File: src/rtl/uart_rx_deserializer.sv
// Oversampling 8N1 UART receiver: synchronizes rx_serial, validates the start bit,
// samples data LSB-first at mid-bit and strobes each good byte into the receive FIFO.
//
// state       | meaning
// ------------+---------------------------------------------------------------
// S_IDLE      | line idle, waiting for rx_sync to go low
// S_START     | timing half a bit to re-check the start bit at its centre
// S_DATA      | sampling DATA_BITS data bits, one per bit period
// S_STOP      | sampling the stop bit; high -> write_req, low -> frame_error
// S_WAIT_IDLE | framing error seen, waiting for the line to return high
module uart_rx_deserializer #(
   parameter int CLKS_PER_BIT = 16,
   parameter int DATA_BITS    = 8,
   parameter int SYNC_STAGES  = 2
) (
   input  logic                 UART_CLK,
   input  logic                 reset_n,
   input  logic                 rx_serial,
   output logic                 write_req,
   output logic [DATA_BITS-1:0] write_data,
   output logic                 frame_error,
   output logic                 busy
);

   localparam int CW = $clog2(CLKS_PER_BIT);
   localparam int BW = $clog2(DATA_BITS + 1);
   localparam logic [CW-1:0] HALF_TC = CW'(CLKS_PER_BIT / 2 - 1);
   localparam logic [CW-1:0] FULL_TC = CW'(CLKS_PER_BIT - 1);
   localparam logic [BW-1:0] LAST_BIT = BW'(DATA_BITS - 1);

   typedef enum logic [2:0] {
      S_IDLE,
      S_START,
      S_DATA,
      S_STOP,
      S_WAIT_IDLE
   } state_t;

   state_t                 state_q, state_d;
   logic [SYNC_STAGES-1:0] sync_q, sync_d;
   logic [CW-1:0]          cnt_q, cnt_d;
   logic [BW-1:0]          bit_q, bit_d;
   logic [DATA_BITS-1:0]   shift_q, shift_d;
   logic [DATA_BITS-1:0]   data_q, data_d;
   logic                   wr_q, wr_d;
   logic                   fe_q, fe_d;
   logic                   rx_sync;

   assign rx_sync = sync_q[SYNC_STAGES-1];

   // Bit timing uses a down-counter loaded with the terminal value; the sample
   // point is where it reaches zero.
   always_comb begin
      state_d = state_q;
      sync_d  = {sync_q[SYNC_STAGES-2:0], rx_serial};
      cnt_d   = cnt_q;
      bit_d   = bit_q;
      shift_d = shift_q;
      data_d  = data_q;
      wr_d    = 1'b0;
      fe_d    = 1'b0;
      case (state_q)
         S_IDLE: begin
            if (!rx_sync) begin
               state_d = S_START;
               cnt_d   = HALF_TC;
            end
         end
         S_START: begin
            if (cnt_q == '0) begin
               if (!rx_sync) begin
                  state_d = S_DATA;
                  cnt_d   = FULL_TC;
                  bit_d   = '0;
               end else begin
                  state_d = S_IDLE;
               end
            end else begin
               cnt_d = cnt_q - 1'b1;
            end
         end
         S_DATA: begin
            if (cnt_q == '0) begin
               shift_d = {rx_sync, shift_q[DATA_BITS-1:1]};
               cnt_d   = FULL_TC;
               if (bit_q == LAST_BIT) begin
                  state_d = S_STOP;
               end else begin
                  bit_d = bit_q + 1'b1;
               end
            end else begin
               cnt_d = cnt_q - 1'b1;
            end
         end
         S_STOP: begin
            if (cnt_q == '0) begin
               if (rx_sync) begin
                  wr_d    = 1'b1;
                  data_d  = shift_q;
                  state_d = S_IDLE;
               end else begin
                  fe_d    = 1'b1;
                  state_d = S_WAIT_IDLE;
               end
            end else begin
               cnt_d = cnt_q - 1'b1;
            end
         end
         S_WAIT_IDLE: begin
            if (rx_sync) begin
               state_d = S_IDLE;
            end
         end
         default: state_d = S_IDLE;
      endcase
   end

   always_ff @(posedge UART_CLK) begin
      if (!reset_n) begin
         state_q <= S_IDLE;
         sync_q  <= '1;
         cnt_q   <= '0;
         bit_q   <= '0;
         shift_q <= '0;
         data_q  <= '0;
         wr_q    <= 1'b0;
         fe_q    <= 1'b0;
      end else begin
         state_q <= state_d;
         sync_q  <= sync_d;
         cnt_q   <= cnt_d;
         bit_q   <= bit_d;
         shift_q <= shift_d;
         data_q  <= data_d;
         wr_q    <= wr_d;
         fe_q    <= fe_d;
      end
   end

   assign write_req   = wr_q;
   assign frame_error = fe_q;
   assign write_data  = data_q;
   assign busy        = (state_q != S_IDLE);

endmodule
File: config.mk
export PLATFORM = sky130hd
export DESIGN_NAME = uart_rx_deserializer
export DESIGN_NICKNAME = d
export VERILOG_FILES = /design/src/rtl/uart_rx_deserializer.sv
export SDC_FILE = /design/constraint.sdc
export NUM_CORES = 1
export LEC_CHECK = 0
export ABC_AREA = 1
export BUFFER_PORTS_ARGS = -buffer_cell sky130_fd_sc_hd__clkbuf_2
export CORE_ASPECT_RATIO = 0.7
export CORE_UTILIZATION = 45
export CTS_CLUSTER_SIZE = 28
export DETAILED_ROUTE_END_ITERATION = 8
export GPL_TIMING_DRIVEN = 0
export MAX_ROUTING_LAYER = met4
export PLACE_DENSITY_LB_ADDON = 0.12
export SYNTH_ARGS = -nofsm -noshare
export SYNTH_HDL_FRONTEND = slang
export SYNTH_SLANG_ARGS = --single-unit
File: constraint.sdc
create_clock -name UART_CLK -period 1.7 [get_ports UART_CLK]
set_input_delay 0.34 -clock UART_CLK [delete_from_list [all_inputs] [get_ports UART_CLK]]
set_output_delay 0.34 -clock UART_CLK [all_outputs]
set_load 0.005 [all_outputs]
==> results of run 1 <==
-- sequential cells by signal, indices dropped and copies added (netlist names) --
signal and count:
cnt_q 4, sync_q 2, write_req 1, shift_q 8, bit_q 4, frame_error 1
state_q 3, write_data 8
-- worst max path at each step --
stage                                  startpoint                    end  slack (ns)  cells after the start
after CTS                   cnt_q[0]$_SDFFE_PN0P_  cnt_q[3]$_SDFFE_PN0P_        0.11                     10
after global placement      cnt_q[0]$_SDFFE_PN0P_  cnt_q[3]$_SDFFE_PN0P_        0.18                     10
after global routing        cnt_q[0]$_SDFFE_PN0P_  cnt_q[1]$_SDFFE_PN0P_        0.02                      9
after detailed placement    cnt_q[0]$_SDFFE_PN0P_  cnt_q[3]$_SDFFE_PN0P_        0.13                     10
final                     state_q[1]$_SDFFE_PN0P_                   busy        0.15                      5
after floorplan             cnt_q[0]$_SDFFE_PN0P_  cnt_q[3]$_SDFFE_PN0P_        0.34                     10
-- placed cells by master, fill, tap and decap left out, drive strengths merged --
cell type	count
dfxtp	31
ha	2
xnor2	2
nor3	1
or2	2
o21ai	24
buf	2
clkinv	1
clkbuf	20
nand4	6
clkinvlp	1
inv	24
nand2	36
nand3	12
nor2	28
a21oi	20
-- kinds of logic (layout without fill, tap and decap cells) --
logic type | after synthesis | count (layout) | synth area share (%)
AO/OA/AOI/OAI | 44 | 44 | 16.41
XOR/XNOR | 2 | 2 | 1.222
adder cells (fa/ha/maj) | 2 | 2 | 1.745
buffers and inverters | 28 | 48 | 7.854
flip-flops | 31 | 31 | 43.28
AND/OR/NAND/NOR | 85 | 85 | 29.49
-- metrics by stage --
step / cells / hold WS (ns) / total power, mW / setup slack [ns]
global route: 248 / 0.2257 / 2.521 / 0.01727
floorplan: 192 / 0.3925 / 1.585 / 0.3381
finish: 248 / 0.2268 / 2.355 / 0.1487
CTS: 248 / 0.2245 / 2.347 / 0.1069
detailed placement: 240 / 0.4184 / 1.779 / 0.1276
global placement: 240 / 0.3995 / 1.733 / 0.1847
-- layout make-up --
type	instances	area, um2
Buffer	4	22.52
Clock buffer	6	72.57
Clock inverter	2	12.51
Fill cell	298	1274
Inverter	24	90.09
Multi-Input combinational cell	133	705.7
Sequential cell	31	620.6
Tap cell	36	45.04
Timing Repair Buffer	12	60.06
-- power groups by stage --
stage	Combinational, mW	Sequential [mW]	Clock [mW]
after global routing	1.02	0.894	0.609
after global placement	0.845	0.888	0
after detailed placement	0.885	0.894	0
final	0.907	0.879	0.569
after CTS	0.889	0.878	0.581
after floorplan	0.712	0.873	0
-- critical path, stage by stage (launching register included) --
cell,delay (ns)
dfxtp_1,0.39
inv_2,0.12
nand2_1,0.07
nor2_1,0.16
inv_1,0.07
clkbuf_2,0.11
-- timing repair --
item | in CTS | in global routing
endpoints found under the setup margin | 0 | 3
resized for setup | 0 | 1
buffers inserted | 0 | 0
-- per-layer routing --
metal,GRT usage [%],vias to the layer above
li1,-,667
met1,26.78,566
met2,28.16,31
met3,6.405,7
met4,11.22,0
met5,-,-
==> Implementation_results.wiki, run 1 <==
{| class="wikitable"
! Metric !! Value
|-
| Total power per unit cell area || 1446 mW/mm2
|-
| Endpoint type of the worst setup path || output pin
|-
| Final Max Slew Viols || 0
|-
| Pin count of the biggest net entering global routing || 11
|-
| Total length of routed met2 wires || 1207 um
|-
| Vias in the first global route || 1137
|-
| Estimated wirelength of the detail-placed design || 2233 um
|-
| Worst ir drop on vdd || 592.1 uV
|-
| DR pass1 iterations || 4
|-
| Max-Cap Viols || 0
|-
| Cell at the root of the clock tree || clkbuf_8
|-
| Most used standard cells in the synthesized netlist || dfxtp_1 (31), nand2_1 (28), nor2_1 (24), inv_1 (22)
|-
| Leading area contributor after synthesis || dfxtp_1
|-
| Asr flop ratio synth || 0%
|-
| TritonCTS clock tree || yes
|-
| GRT Total Usage || 20.56%
|-
| Most frequent cell after synthesis || dfxtp_1
|-
| Antenna Cells || 0
|-
| Syn Nets || 197
|-
| Number of distinct standard cells referenced by the synthesized netlist || 21
|-
| HP Start || rx_serial
|-
| Average cell area after synthesis || 7.468 um2
|-
| Antenna violation net count after detailed routing || 0
|-
| Final count of hold timing violations || 0
|-
| Fraction of final layout cells with drive strength greater than 1 || 19.81%
|-
| H-tree Lvls || 2
|-
| Final period utilization || 91.25%
|-
| Die area || 0.003420 mm2
|-
| Reg-to-reg setup timing slack || 0.15 ns
|-
| Die height || 49.23 um
|-
| Total routed wirelength || 3001 um
|-
| Core footprint || 0.002903 mm2
|-
| TritonCTS Sinks || 31
|-
| Mapped cell area || 0.001434 mm2
|-
| Total vias in the final route || 1271
|-
| Sw Pwr || 0.9722 mW
|-
| Total DRC errors in the routed layout || 0
|-
| Dpl cell area || 0.001539 mm2
|-
| Sequential Power Share || 37.3%
|-
| Clock transition at the registers of the reported paths || 0.07 ns
|-
| Worst slew pin tran || 0.4688 ns
|-
| Total clock buffers created by CTS || 5
|-
| Endpoint arrival time on the critical path || 1.21 ns
|-
| Synthesis-stage register bit count || 31
|-
| Width of the die || 69.47 um
|-
| Switch share || 41.28%
|-
| Final setup violation count || 0
|-
| RSZ-0062 raised after global routing || no
|-
| Finished Core Util || 56.12%
|-
| Clock Skews || 0.007106 ns
|-
| Count of hold buffers inserted by post-cts repair || 0
|-
| Proportion of synthesized chip area in sequential cells || 43.28%
|-
| Post-Syn Instances || 192
|-
| Number of design-rule violations left by the first detailed-router iteration || 78
|-
| Count of boundary I/O pins || 14
|-
| Met1 layer wirelength in the final routing || 1563 um
|-
| Post-synth top area share || 43.28%
|-
| Endpoint of the worst-slack reg-to-reg timing path || cnt_q[3]$_SDFFE_PN0P_
|-
| Average detailed-routed wire length per instance || 12.10 um
|-
| Lkg Pwr || 0.6805 nW
|-
| Insertion delay of the later-clocked pin in the worst-skew pair || 0.29 ns
|-
| Average via count per standard cell || 5.125
|-
| Kind of path behind the tightest hold check || input pin to flip-flop
|-
| Origin of the critical flop-to-flop path || cnt_q[0]$_SDFFE_PN0P_
|-
| Most frequently used flop master after synthesis || dfxtp_1
|-
| Accumulated negative setup slack || 0 ns
|-
| CP Data Required Time || 1.36 ns
|-
| Worst hold stages || 2
|-
| Number of rows created at floorplan || 16
|-
| Status || complete, no violations
|-
| Crit path time final || 1.551 ns
|-
| Last weighted congestion value of the routability-driven placer || 0.8276
|-
| Maximum fanout count along the critical path || 6
|-
| Syn. warnings || 0
|-
| Post-route cell area || 0.001629 mm2
|-
| Type of the worst setup path || flip-flop to output pin
|-
| Net count, final || 216
|-
| Overflow left after global routing || 0
|-
| Clock network power share || 24.2%
|-
| Logic pwr share || 38.5%
|-
| Worst Hold Endpoint || sync_q[0]$_SDFF_PN1_
|-
| Highest Clock Rate || 644.6 MHz
|-
| Internal cell power || 1.383 mW
|-
| Number of antenna violations at the first check in global routing || 0
|-
| Maximum count of clock buffers along a single path || 2
|-
| Nature of the critical path startpoint || flip-flop
|-
| Starting Density || 49.40%
|-
| Routed met3 length || 163 um
|-
| Wire length of the first global-routing pass || 5168 um
|-
| Input/output buffers || 12
|-
| Max_slew headroom || 68.74%
|-
| Number of enable flip-flop cells after synthesis || 0
|-
| Area added between synthesis and finish || 13.61%
|-
| Depth of the worst register-to-register path || 10
|-
| Uppermost layer routed || met4
|-
| Largest cells by area after synthesis || dfxtp_1 (43%), nand2_1 (7.3%), a21oi_1 (7.0%)
|}
Power figures use the tool's default switching activity.
==> run 2: changes to the inputs <==
--- a/config.mk
+++ b/config.mk
@@ -7,8 +7,10 @@
 export LEC_CHECK = 0
 export ABC_AREA = 1
 export BUFFER_PORTS_ARGS = -buffer_cell sky130_fd_sc_hd__clkbuf_2
+export CELL_PAD_IN_SITES_DETAIL_PLACEMENT = 0
+export CELL_PAD_IN_SITES_GLOBAL_PLACEMENT = 2
 export CORE_ASPECT_RATIO = 0.7
-export CORE_UTILIZATION = 45
+export CORE_UTILIZATION = 33
 export CTS_CLUSTER_SIZE = 28
 export DETAILED_ROUTE_END_ITERATION = 8
 export GPL_TIMING_DRIVEN = 0
==> run 2 against run 1 <==
Routed wire length rose by 5.0%. Clock-buffer cell count did not move. Critical path type unchanged. Sequential power barely moved. Flip-flop and latch count did not move. Die area rose by 35%. Via count fell by 3.3%.
==> Implementation_results.wiki, run 2 (synthesis results as in run 1) <==
{| class="wikitable"
! Metric !! Value
|-
| Endpoint type of the worst setup path || output pin
|-
| Number of buffers and inverters on the critical path || 3
|-
| Area added between synthesis and finish || 15.01%
|-
| Pin count of the biggest net entering global routing || 11
|-
| Status || complete, no violations
|-
| Core footprint || 0.004041 mm2
|-
| Insertion delay of the later-clocked pin in the worst-skew pair || 0.28 ns
|-
| Average via count per standard cell || 4.655
|-
| Commonest cells after routing, fill and taps aside || dfxtp_1 (31), nand2_1 (28), nor2_1 (24)
|-
| Worst Hold Endpoint || sync_q[0]$_SDFF_PN1_
|-
| Post CTS Setup Buffer Count || 0
|-
| Starting Density || 35.48%
|-
| Maximum count of clock buffers along a single path || 2
|-
| Antenna Cells || 0
|-
| TritonCTS clock tree || yes
|-
| Die area || 0.004617 mm2
|-
| Estimated wirelength of the detail-placed design || 2258 um
|-
| Antenna violation net count after detailed routing || 0
|-
| GRT Total Usage || 15.90%
|-
| Reg-to-reg setup timing slack || 0.18 ns
|-
| Origin of the critical flop-to-flop path || cnt_q[0]$_SDFFE_PN0P_
|-
| Worst slew pin tran || 0.5297 ns
|-
| Delay of the slowest cell on the worst path || 0.52 ns
|-
| Last weighted congestion value of the routability-driven placer || 0.8062
|-
| RSZ-0062 raised after global routing || no
|-
| Clock Skews || 0.005710 ns
|-
| Kind of path behind the tightest hold check || input pin to flip-flop
|-
| Average detailed-routed wire length per instance || 11.93 um
|-
| Endpoint arrival time on the critical path || 1.24 ns
|-
| Wire length of the first global-routing pass || 5209 um
|-
| Vias in the first global route || 1058
|-
| Final setup violation count || 0
|-
| Accumulated negative setup slack || 0 ns
|-
| Count of fill cells added during filler insertion || 443
|-
| Critical Path Start || state_q[1]$_SDFFE_PN0P_
|-
| Worst path cell trace || inv_2 > nand2_1 > nor2_1 > inv_1 > clkbuf_2
|-
| Crit path max-delay cell type || dfxtp_1
|-
| Total power per unit cell area || 1414 mW/mm2
|-
| H-tree Lvls || 2
|-
| Worst ir drop on vdd || 604.6 uV
|-
| Maximum fanout count along the critical path || 6
|-
| Nature of the critical path startpoint || flip-flop
|-
| DR pass1 iterations || 4
|-
| Cell at the root of the clock tree || clkbuf_8
|-
| Count of boundary I/O pins || 14
|-
| TritonCTS Sinks || 31
|-
| Max-Cap Viols || 0
|-
| Worst hold stages || 2
|-
| Depth of the worst register-to-register path || 9
|-
| Type of the worst setup path || flip-flop to output pin
|-
| HP Start || rx_serial
|-
| Fraction of final layout cells with drive strength greater than 1 || 19.81%
|-
| Number of rows created at floorplan || 19
|-
| Max_slew headroom || 64.68%
|-
| Highest Clock Rate || 633.0 MHz
|-
| Input/output buffers || 12
|-
| CP Data Required Time || 1.36 ns
|-
| Dpl cell area || 0.001559 mm2
|-
| CP delay by family, top || flip-flops
|-
| Overflow left after global routing || 0
|-
| Number of design-rule violations left by the first detailed-router iteration || 70
|-
| Post-route cell area || 0.001649 mm2
|-
| Endpoint of the worst-slack reg-to-reg timing path || state_q[1]$_SDFFE_PN0P_
|-
| Most common library cell in the layout ignoring fill and taps || dfxtp_1
|-
| Crit path time final || 1.580 ns
|-
| Width of the die || 80.79 um
|-
| Final period utilization || 92.93%
|-
| Total routed wirelength || 3150 um
|-
| Clock transition at the registers of the reported paths || 0.06 ns
|-
| Net count, final || 216
|-
| Number of antenna violations at the first check in global routing || 0
|-
| Total DRC errors in the routed layout || 0
|-
| Final Max Slew Viols || 0
|-
| Total vias in the final route || 1229
|-
| Total clock buffers created by CTS || 5
|-
| Lkg Pwr || 0.6805 nW
|-
| Die height || 57.15 um
|-
| Final count of hold timing violations || 0
|}
-- run 2: final cells by class --
class                   count  area, um2  area share [%]
multi-input cells         133      705.7           42.79
flip-flops and latches     31      620.6           37.63
well taps                  52      65.06           3.945
inverters                  24      90.09           5.463
plain buffers               4      22.52           1.366
clock inverters             2      12.51          0.7587
clock buffers               6      72.57           4.401
repair buffers             12      60.06           3.642
-- run 2: worst max-delay path by stage --
stage,cells after the start,end,slack (ns)
after floorplan,10,cnt_q[3]$_SDFFE_PN0P_,0.34
after global placement,10,cnt_q[3]$_SDFFE_PN0P_,0.19
after detailed placement,9,state_q[1]$_SDFFE_PN0P_,0.14
after CTS,5,busy,0.10
after global routing,5,busy,0.01
final,5,busy,0.12
-- run 2: power by group --
part           leakage, nW  switching, mW  internal (mW)  total (mW)
Sequential           0.251         0.0793          0.799       0.879
Clock               0.0412          0.273          0.285       0.559
Combinational        0.388          0.596          0.298       0.893
-- run 2: repair_timing --
action,CTS,global route
hold buffers,0,0
setup endpoints to repair,0,2
gates resized for setup,0,1
-- run 2: through the flow --
step	instances	total power [mW]	util [%]	hold slack (ns)	setup WS [ns]
floorplan	192	1.585	-	0.3925	0.3381
global placement	256	1.755	38.58	0.3988	0.1949
detailed placement	256	1.770	38.58	0.4062	0.1439
CTS	264	2.333	40.68	0.2315	0.1047
global route	264	2.526	40.81	0.2432	0.01055
finish	264	2.331	40.81	0.2387	0.1201
-- run 2: per-layer routing --
| metal | part of all wire [%] | track usage, % |
|---|---|---|
| met2 | 36 | 18.16 |
| met1 | 58 | 24.41 |
| met4 | 1.3 | 6.122 |
| met5 | 0 | - |
| met3 | 5.4 | 5.280 |
